<file path="config.mk">
export PLATFORM = sky130hd
export DESIGN_NAME = pipe_ctrl_flat
export DESIGN_NICKNAME = d
export VERILOG_FILES = /design/src/rtl/pipe_ctrl_pkg.sv /design/src/rtl/pipe_ctrl_if.sv /design/src/rtl/pipe_ctrl_sat_counter.sv /design/src/rtl/pipe_ctrl.sv /design/src/flat_wrapper.sv
export SDC_FILE = /design/constraint.sdc
export NUM_CORES = 1
export LEC_CHECK = 0
export CAP_MARGIN = 0
export CORE_MARGIN = 2
export CORE_UTILIZATION = 36
export DETAILED_ROUTE_END_ITERATION = 16
export PLACE_DENSITY_LB_ADDON = 0.15
export REMOVE_ABC_BUFFERS = 1
export SYNTH_ARGS = -nofsm -noshare
export SYNTH_HDL_FRONTEND = slang
export SYNTH_SLANG_ARGS = --single-unit
</file>
<file path="constraint.sdc">
create_clock -name clk -period 4.38 [get_ports clk]
set_input_delay 0.876 -clock clk [delete_from_list [all_inputs] [get_ports clk]]
set_output_delay 0.876 -clock clk [all_outputs]
set_load 0.03 [all_outputs]
</file>
<file path="src/rtl/pipe_ctrl_pkg.sv">
// Shared encodings for the pipeline sequencer: per-register control, PC select and FSM states.
// The control encoding is what every pipeline register decodes.
package pipe_ctrl_pkg;

   typedef enum logic [1:0] {
      CtrlDefault = 2'b00,
      CtrlStall   = 2'b01,
      CtrlFlush   = 2'b10
   } ctrl_e;

   typedef enum logic [1:0] {
      PcSeq    = 2'b00,
      PcHold   = 2'b01,
      PcBranch = 2'b10,
      PcTrap   = 2'b11
   } pc_sel_e;

   typedef enum logic [1:0] {
      StRun     = 2'b00,
      StMemWait = 2'b01,
      StTrap    = 2'b10
   } state_e;

   typedef struct packed {
      ctrl_e   if_id;
      ctrl_e   id_ex;
      ctrl_e   ex_mem;
      ctrl_e   mem_wb;
      pc_sel_e pc_sel;
   } pipe_cmd_t;

   function automatic pipe_cmd_t cmd_all(input ctrl_e c, input pc_sel_e pc);
      pipe_cmd_t cmd;
      cmd.if_id  = c;
      cmd.id_ex  = c;
      cmd.ex_mem = c;
      cmd.mem_wb = c;
      cmd.pc_sel = pc;
      return cmd;
   endfunction

   // Front of the pipe holds while the outstanding access drains a bubble into MEM_WB.
   function automatic pipe_cmd_t cmd_mem_stall();
      pipe_cmd_t cmd;
      cmd        = cmd_all(CtrlStall, PcHold);
      cmd.mem_wb = CtrlFlush;
      return cmd;
   endfunction

endpackage

</file>
<file path="src/rtl/pipe_ctrl_if.sv">
// Request/response bundle between the pipeline stages and the sequencer.
// master = sequencer side, slave = pipeline side.
interface pipe_ctrl_if
   import pipe_ctrl_pkg::*;
#(
   parameter int unsigned CNT_W = 32
) ();

   logic             id_stall_req_i;
   logic             ex_stall_req_i;
   logic             ex_branch_i;
   logic             mem_req_i;
   logic             mem_ready_i;
   logic             trap_req_i;
   logic             trap_ack_o;
   logic             mem_abort_o;
   ctrl_e            ctrl_if_id_o;
   ctrl_e            ctrl_id_ex_o;
   ctrl_e            ctrl_ex_mem_o;
   ctrl_e            ctrl_mem_wb_o;
   logic [1:0]       pc_sel_o;
   logic [CNT_W-1:0] stall_cnt_o;

   modport master (
      input  id_stall_req_i, ex_stall_req_i, ex_branch_i, mem_req_i, mem_ready_i, trap_req_i,
      output trap_ack_o, mem_abort_o, ctrl_if_id_o, ctrl_id_ex_o, ctrl_ex_mem_o, ctrl_mem_wb_o,
             pc_sel_o, stall_cnt_o
   );

   modport slave (
      output id_stall_req_i, ex_stall_req_i, ex_branch_i, mem_req_i, mem_ready_i, trap_req_i,
      input  trap_ack_o, mem_abort_o, ctrl_if_id_o, ctrl_id_ex_o, ctrl_ex_mem_o, ctrl_mem_wb_o,
             pc_sel_o, stall_cnt_o
   );

endinterface

</file>
<file path="src/rtl/pipe_ctrl_sat_counter.sv">
// Saturating up-counter; sticks at all-ones instead of wrapping.
module pipe_ctrl_sat_counter #(
   parameter int unsigned CNT_W = 32
) (
   input  logic             clk,
   input  logic             rst,
   input  logic             inc_i,
   output logic [CNT_W-1:0] cnt_o
);

   logic [CNT_W-1:0] cnt_q;

   always_ff @(posedge clk) begin
      if (rst) begin
         cnt_q <= '0;
      end else if (inc_i && (cnt_q != '1)) begin
         cnt_q <= cnt_q + 1'b1;
      end
   end

   assign cnt_o = cnt_q;

endmodule

</file>
<file path="src/rtl/pipe_ctrl.sv">
// Pipeline sequencer: arbitrates hazard, memory-wait, branch and trap requests into per-register
// Default/Stall/Flush controls and a PC select, with a memory watchdog and a stall-cycle counter.
module pipe_ctrl
   import pipe_ctrl_pkg::*;
#(
   parameter int unsigned MEM_TIMEOUT = 256,
   parameter int unsigned TRAP_BUBBLE = 1,
   parameter int unsigned CNT_W       = 32
) (
   input logic         clk,
   input logic         rst,
   pipe_ctrl_if.master bus
);

   localparam int unsigned WaitW = $clog2(MEM_TIMEOUT);
   localparam int unsigned BubW  = (TRAP_BUBBLE > 1) ? $clog2(TRAP_BUBBLE) : 1;
   localparam logic [WaitW-1:0] WaitLast = WaitW'(MEM_TIMEOUT - 1);
   localparam logic [BubW-1:0]  BubLast  = BubW'(TRAP_BUBBLE - 1);

   state_e            state_q, state_d;
   logic [WaitW-1:0]  wait_q, wait_d;
   logic [BubW-1:0]   bub_q, bub_d;
   pipe_cmd_t         run_cmd, cmd;
   logic              mem_stall;
   logic              wait_expired;
   logic              trap_ack, mem_abort;
   logic              any_stall;

   assign mem_stall    = bus.mem_req_i & ~bus.mem_ready_i;
   assign wait_expired = (wait_q == WaitLast);

   // Run-state priority decode; also used on the cycle a memory wait completes.
   always_comb begin
      run_cmd = cmd_all(CtrlDefault, PcSeq);
      if (bus.trap_req_i) begin
         run_cmd = cmd_all(CtrlFlush, PcTrap);
      end else if (mem_stall) begin
         run_cmd = cmd_mem_stall();
      end else if (bus.ex_stall_req_i) begin
         run_cmd.if_id  = CtrlStall;
         run_cmd.id_ex  = CtrlStall;
         run_cmd.ex_mem = CtrlFlush;
         run_cmd.pc_sel = PcHold;
      end else if (bus.ex_branch_i) begin
         run_cmd.if_id  = CtrlFlush;
         run_cmd.id_ex  = CtrlFlush;
         run_cmd.pc_sel = PcBranch;
      end else if (bus.id_stall_req_i) begin
         run_cmd.if_id  = CtrlStall;
         run_cmd.id_ex  = CtrlFlush;
         run_cmd.pc_sel = PcHold;
      end
   end

   always_ff @(posedge clk) begin
      if (rst) begin
         state_q <= StRun;
         wait_q  <= '0;
         bub_q   <= '0;
      end else begin
         state_q <= state_d;
         wait_q  <= wait_d;
         bub_q   <= bub_d;
      end
   end

   always_comb begin
      state_d = state_q;
      wait_d  = wait_q;
      bub_d   = bub_q;
      unique case (state_q)
         StRun: begin
            if (bus.trap_req_i) begin
               state_d = StTrap;
               bub_d   = '0;
            end else if (mem_stall) begin
               state_d = StMemWait;
               wait_d  = WaitW'(1);
            end
         end
         StMemWait: begin
            if (bus.mem_ready_i) begin
               state_d = bus.trap_req_i ? StTrap : StRun;
               bub_d   = '0;
            end else if (wait_expired) begin
               state_d = StTrap;
               bub_d   = '0;
            end else begin
               wait_d = wait_q + 1'b1;
            end
         end
         StTrap: begin
            if (bub_q == BubLast) begin
               state_d = StRun;
            end else begin
               bub_d = bub_q + 1'b1;
            end
         end
         default: state_d = StRun;
      endcase
   end

   always_comb begin
      cmd       = cmd_all(CtrlDefault, PcSeq);
      trap_ack  = 1'b0;
      mem_abort = 1'b0;
      if (!rst) begin
         unique case (state_q)
            StRun: begin
               cmd      = run_cmd;
               trap_ack = bus.trap_req_i;
            end
            StMemWait: begin
               if (bus.mem_ready_i) begin
                  cmd      = run_cmd;
                  trap_ack = bus.trap_req_i;
               end else if (wait_expired) begin
                  cmd       = cmd_all(CtrlFlush, PcTrap);
                  mem_abort = 1'b1;
               end else begin
                  cmd = cmd_mem_stall();
               end
            end
            StTrap:  cmd.if_id = CtrlFlush;
            default: cmd = cmd_all(CtrlDefault, PcSeq);
         endcase
      end
   end

   assign any_stall = (cmd.if_id == CtrlStall) || (cmd.id_ex == CtrlStall) ||
                      (cmd.ex_mem == CtrlStall) || (cmd.mem_wb == CtrlStall);

   pipe_ctrl_sat_counter #(
      .CNT_W (CNT_W)
   ) u_stall_cnt (
      .clk   (clk),
      .rst   (rst),
      .inc_i (any_stall),
      .cnt_o (bus.stall_cnt_o)
   );

   assign bus.ctrl_if_id_o  = cmd.if_id;
   assign bus.ctrl_id_ex_o  = cmd.id_ex;
   assign bus.ctrl_ex_mem_o = cmd.ex_mem;
   assign bus.ctrl_mem_wb_o = cmd.mem_wb;
   assign bus.pc_sel_o      = cmd.pc_sel;
   assign bus.trap_ack_o    = trap_ack;
   assign bus.mem_abort_o   = mem_abort;

endmodule

</file>
<file path="src/flat_wrapper.sv">
// flat-port wrapper written by rule: the top's interface ports become plain ports
module pipe_ctrl_flat import pipe_ctrl_pkg::*;
#(
   parameter int unsigned MEM_TIMEOUT = 256,
   parameter int unsigned TRAP_BUBBLE = 1,
   parameter int unsigned CNT_W       = 32
)
  (clk, rst, bus_id_stall_req_i, bus_ex_stall_req_i, bus_ex_branch_i, bus_mem_req_i, bus_mem_ready_i, bus_trap_req_i, bus_trap_ack_o, bus_mem_abort_o, bus_ctrl_if_id_o, bus_ctrl_id_ex_o, bus_ctrl_ex_mem_o, bus_ctrl_mem_wb_o, bus_pc_sel_o, bus_stall_cnt_o);
  pipe_ctrl_if #(.CNT_W(CNT_W)) bus_i ();
  input logic clk;
  input logic rst;
  input wire logic [$bits(bus_i.id_stall_req_i)-1:0] bus_id_stall_req_i;
  input wire logic [$bits(bus_i.ex_stall_req_i)-1:0] bus_ex_stall_req_i;
  input wire logic [$bits(bus_i.ex_branch_i)-1:0] bus_ex_branch_i;
  input wire logic [$bits(bus_i.mem_req_i)-1:0] bus_mem_req_i;
  input wire logic [$bits(bus_i.mem_ready_i)-1:0] bus_mem_ready_i;
  input wire logic [$bits(bus_i.trap_req_i)-1:0] bus_trap_req_i;
  output wire logic [$bits(bus_i.trap_ack_o)-1:0] bus_trap_ack_o;
  output wire logic [$bits(bus_i.mem_abort_o)-1:0] bus_mem_abort_o;
  output wire logic [$bits(bus_i.ctrl_if_id_o)-1:0] bus_ctrl_if_id_o;
  output wire logic [$bits(bus_i.ctrl_id_ex_o)-1:0] bus_ctrl_id_ex_o;
  output wire logic [$bits(bus_i.ctrl_ex_mem_o)-1:0] bus_ctrl_ex_mem_o;
  output wire logic [$bits(bus_i.ctrl_mem_wb_o)-1:0] bus_ctrl_mem_wb_o;
  output wire logic [$bits(bus_i.pc_sel_o)-1:0] bus_pc_sel_o;
  output wire logic [$bits(bus_i.stall_cnt_o)-1:0] bus_stall_cnt_o;
  assign bus_i.id_stall_req_i = bus_id_stall_req_i;
  assign bus_i.ex_stall_req_i = bus_ex_stall_req_i;
  assign bus_i.ex_branch_i = bus_ex_branch_i;
  assign bus_i.mem_req_i = bus_mem_req_i;
  assign bus_i.mem_ready_i = bus_mem_ready_i;
  assign bus_i.trap_req_i = bus_trap_req_i;
  assign bus_trap_ack_o = bus_i.trap_ack_o;
  assign bus_mem_abort_o = bus_i.mem_abort_o;
  assign bus_ctrl_if_id_o = bus_i.ctrl_if_id_o;
  assign bus_ctrl_id_ex_o = bus_i.ctrl_id_ex_o;
  assign bus_ctrl_ex_mem_o = bus_i.ctrl_ex_mem_o;
  assign bus_ctrl_mem_wb_o = bus_i.ctrl_mem_wb_o;
  assign bus_pc_sel_o = bus_i.pc_sel_o;
  assign bus_stall_cnt_o = bus_i.stall_cnt_o;
  pipe_ctrl #(.MEM_TIMEOUT(MEM_TIMEOUT), .TRAP_BUBBLE(TRAP_BUBBLE), .CNT_W(CNT_W)) u_core (.clk(clk), .rst(rst), .bus(bus_i));
endmodule
</file>
==> impl_metrics.tcl <==
set metrics [dict create \
    power.switching_mw 0.188 \
    ys_ff_latch 42 \
    drv_cap 0 \
    ys_seq_area_share_pct 35.0 \
    register_area_sq_um 841 \
    comb_power_share_pct 11.0 \
    crit_type "input pin to output pin" \
    die_y_um 85.7 \
    core_area_sq_um 6390 \
    portBuffers 50 \
    viasPerCell 5.13 \
    grt_pass1_vias 1898 \
    grt_setup_unrepaired "no" \
    clk_latency_ns 0.29 \
    p_seq_share_pct 53.0 \
    hold_class "flip-flop to flip-flop" \
    antenna_found_initial 0 \
    max_freq_mhz 257 \
    diodes 0 \
    p_leak_nw 0.999 \
    synth_area_leaders "dfxtp_1, xnor2_1, nor2_1" \
    ys.flop_type "dfxtp_1" \
    grt.total_usage_pct 15.3 \
    cts-htree-levels 2 \
    path_max_fanout 6 \
    post_cts_resized 0 \
    synth_cell_type_count 48 \
    layout-drive-gt1-share_pct 12.8 \
    tns_ns 0 \
    pwr_density_cell_nw_per_um2 242 \
    syn_inst 278 \
    synth_edf_count 0 \
    relSlewSlack_pct 62.4 \
    tightestPinTransition_ns 0.558 \
    status "finished clean" \
    initial_core_util_pct 37.6 \
    dp.cells 396 \
    internal_power_mw 0.541 \
    die_x_um 85.7 \
    critPathMostFrequentCell "clkdlybuf4s50_1" \
    multi_input_area_sq_um 1440 \
    gp_congestion 0.784 \
    finalSetupViolations 0 \
    yosysTopAreaCell "dfxtp_1" \
    ant_nets 0 \
    drt-total-wl_mm 5.41 \
    ctsHoldBuffers 0 \
    rows 29 \
    postLayoutCellArea_sq_um 3020 \
    worstSetupEndpointType "output pin" \
    cts_num_sinks 42 \
    syn_area_per_cell_sq_um 8.64 \
    hold_viol 0 \
    p_clk_share_pct 36.0 \
    switching_share_pct 25.8 \
    cpPeakStageDelay_ns 0.71 \
    wl_per_cell_um 13.4 \
    vias 2071 \
    async_flop_share_pct 0 \
    yosysWarnings 0 \
    placed_area_sq_um 2920 \
    synth_top_area_share_pct 35.0 \
    ios 52 \
    cp.required_ns 3.50 \
    worstPathCellList "clkdlybuf4s50_1, nand2b_1, nor3_1, o21bai_1, a211oi_1, clkdlybuf4s50_1" \
    post_cts_buffers 0 \
    grt_max_degree 39 \
    path_clk_slew_ns 0.08 \
    skew_ns 0.0118 \
    cts_tree "built" \
    grt_pass1_wl_mm 9.07 \
    min_period_over_period_pct 88.9 \
    n_fill_cell 627 \
    ir_worst_vdd_uv 117 \
    cts_root_buf "clkbuf_8" \
    syn_area_sq_um 2400 \
    start_kind "input pin" \
    critPathArrivalTime_ns 3.02 \
    clk_path_buf_depth 2 \
    die-area_sq_um 7340 \
    num-nets-final 336 \
    drv_slew 0 \
    drtIter0Drc 62 \
    grt-ovfl-total 0 \
    worst_path_max_delay_cell "clkdlybuf4s50_1" \
    dr.pass1.iters 4 \
    area_delta_synth_final_pct 25.6 \
    stdcell_count 404 \
    period_needed_ns 3.89 \
    cts_made_buffers 5 \
    post-dp-hpwl_mm 3.93 \
    holdWs_ns 0.494 \
    drcViolationCount 0 \
]
Yosys cell counts, types with 7 or more instances:
cell type   n
a21oi_1     8
and3_1      7
dfxtp_1    42
nand2_1    24
nand3_1     9
nand4_1    12
nor2_1     49
nor3_2      8
nor4_2      9
xnor2_1    24
xor2_1      9
worst max-delay path, delay by kind of cell:
kind            cells  cell delay, ns
compound gates      2            0.34
buf+inv             2            1.19
simple gates        2            0.61
layout make-up:
type / instances / area share, %
Inverter: 5 / 0.664
Sequential cell: 42 / 27.9
Tap cell: 77 / 3.20
Clock buffer: 6 / 2.74
Multi-Input combinational cell: 219 / 47.8
Timing Repair Buffer: 53 / 17.3
Clock inverter: 2 / 0.415
layout by cell type (no fill, tap or decap), drive strengths merged, types with 9 or more instances in the layout:
master and instances:
nor2 50, clkdlybuf4s50 49, dfxtp 42, nand2 24, xnor2 24, nor4 15, nor3 14, nand4 13
nand3 9, xor2 9
logic make-up after synthesis:
group	after synthesis	share of synthesized area (%)
adders and majority gates	2	1.04
DFF	42	35.0
muxes	1	0.417
xor gates and xnor gates	33	12.0
other	1	0.156
buffers and inverters	17	4.90
AOI/OAI and AO/OA	25	7.71
and+or+nand+nor	157	38.7
metal layers:
layer,track usage (%),vias to the layer above,routed length [um]
met5,0,-,0
met4,3.03,0,40
met3,5.10,4,249
met2,24.9,39,2520
met1,19.8,958,2600
li1,-,1070,-
stage by stage:
| step | worst slack (ns) | power [mW] | utilization, % |
|---|---|---|---|
| 3_3_place_gp | 0.509 | 0.476 | 45.7 |
| 2_1_floorplan | 1.09 | 0.439 | - |
| 4_1_cts | 0.494 | 0.743 | 47.2 |
| 5_1_grt | 0.247 | 0.768 | 47.2 |
| 3_5_place_dp | 0.517 | 0.476 | 45.7 |
| 6_report | 0.488 | 0.730 | 47.2 |
worst paths after layout:
path                                             from                                        end  slack (ns)  cells after the start
max reg2reg  u_core.u_stall_cnt.cnt_o[0]$_SDFFE_PP0P_  u_core.u_stall_cnt.cnt_o[11]$_SDFFE_PP0P_        2.09                      7
min reg2reg             u_core.wait_q[0]$_SDFFE_PP0P_              u_core.wait_q[0]$_SDFFE_PP0P_        0.49                      1
min                     u_core.wait_q[0]$_SDFFE_PP0P_              u_core.wait_q[0]$_SDFFE_PP0P_        0.49                      1
max                                   bus_mem_ready_i                        bus_ctrl_if_id_o[1]        0.49                      6
flip-flops by register name, indices dropped and copies added (netlist names):
signal,flops
u_core.wait_q,8
u_core.u_stall_cnt.cnt_o,32
u_core.state_q,2
power by group through the flow:
| stage | Clock (mW) | Sequential, mW | Combinational, mW |
|---|---|---|---|
| 3_5_place_dp | 0 | 0.396 | 0.0803 |
| 2_1_floorplan | 0 | 0.397 | 0.0422 |
| 3_3_place_gp | 0 | 0.396 | 0.0806 |
| 5_1_grt | 0.293 | 0.387 | 0.0875 |
| 4_1_cts | 0.275 | 0.387 | 0.0808 |
| 6_report | 0.263 | 0.387 | 0.0801 |
Power figures use the tool's default switching activity.
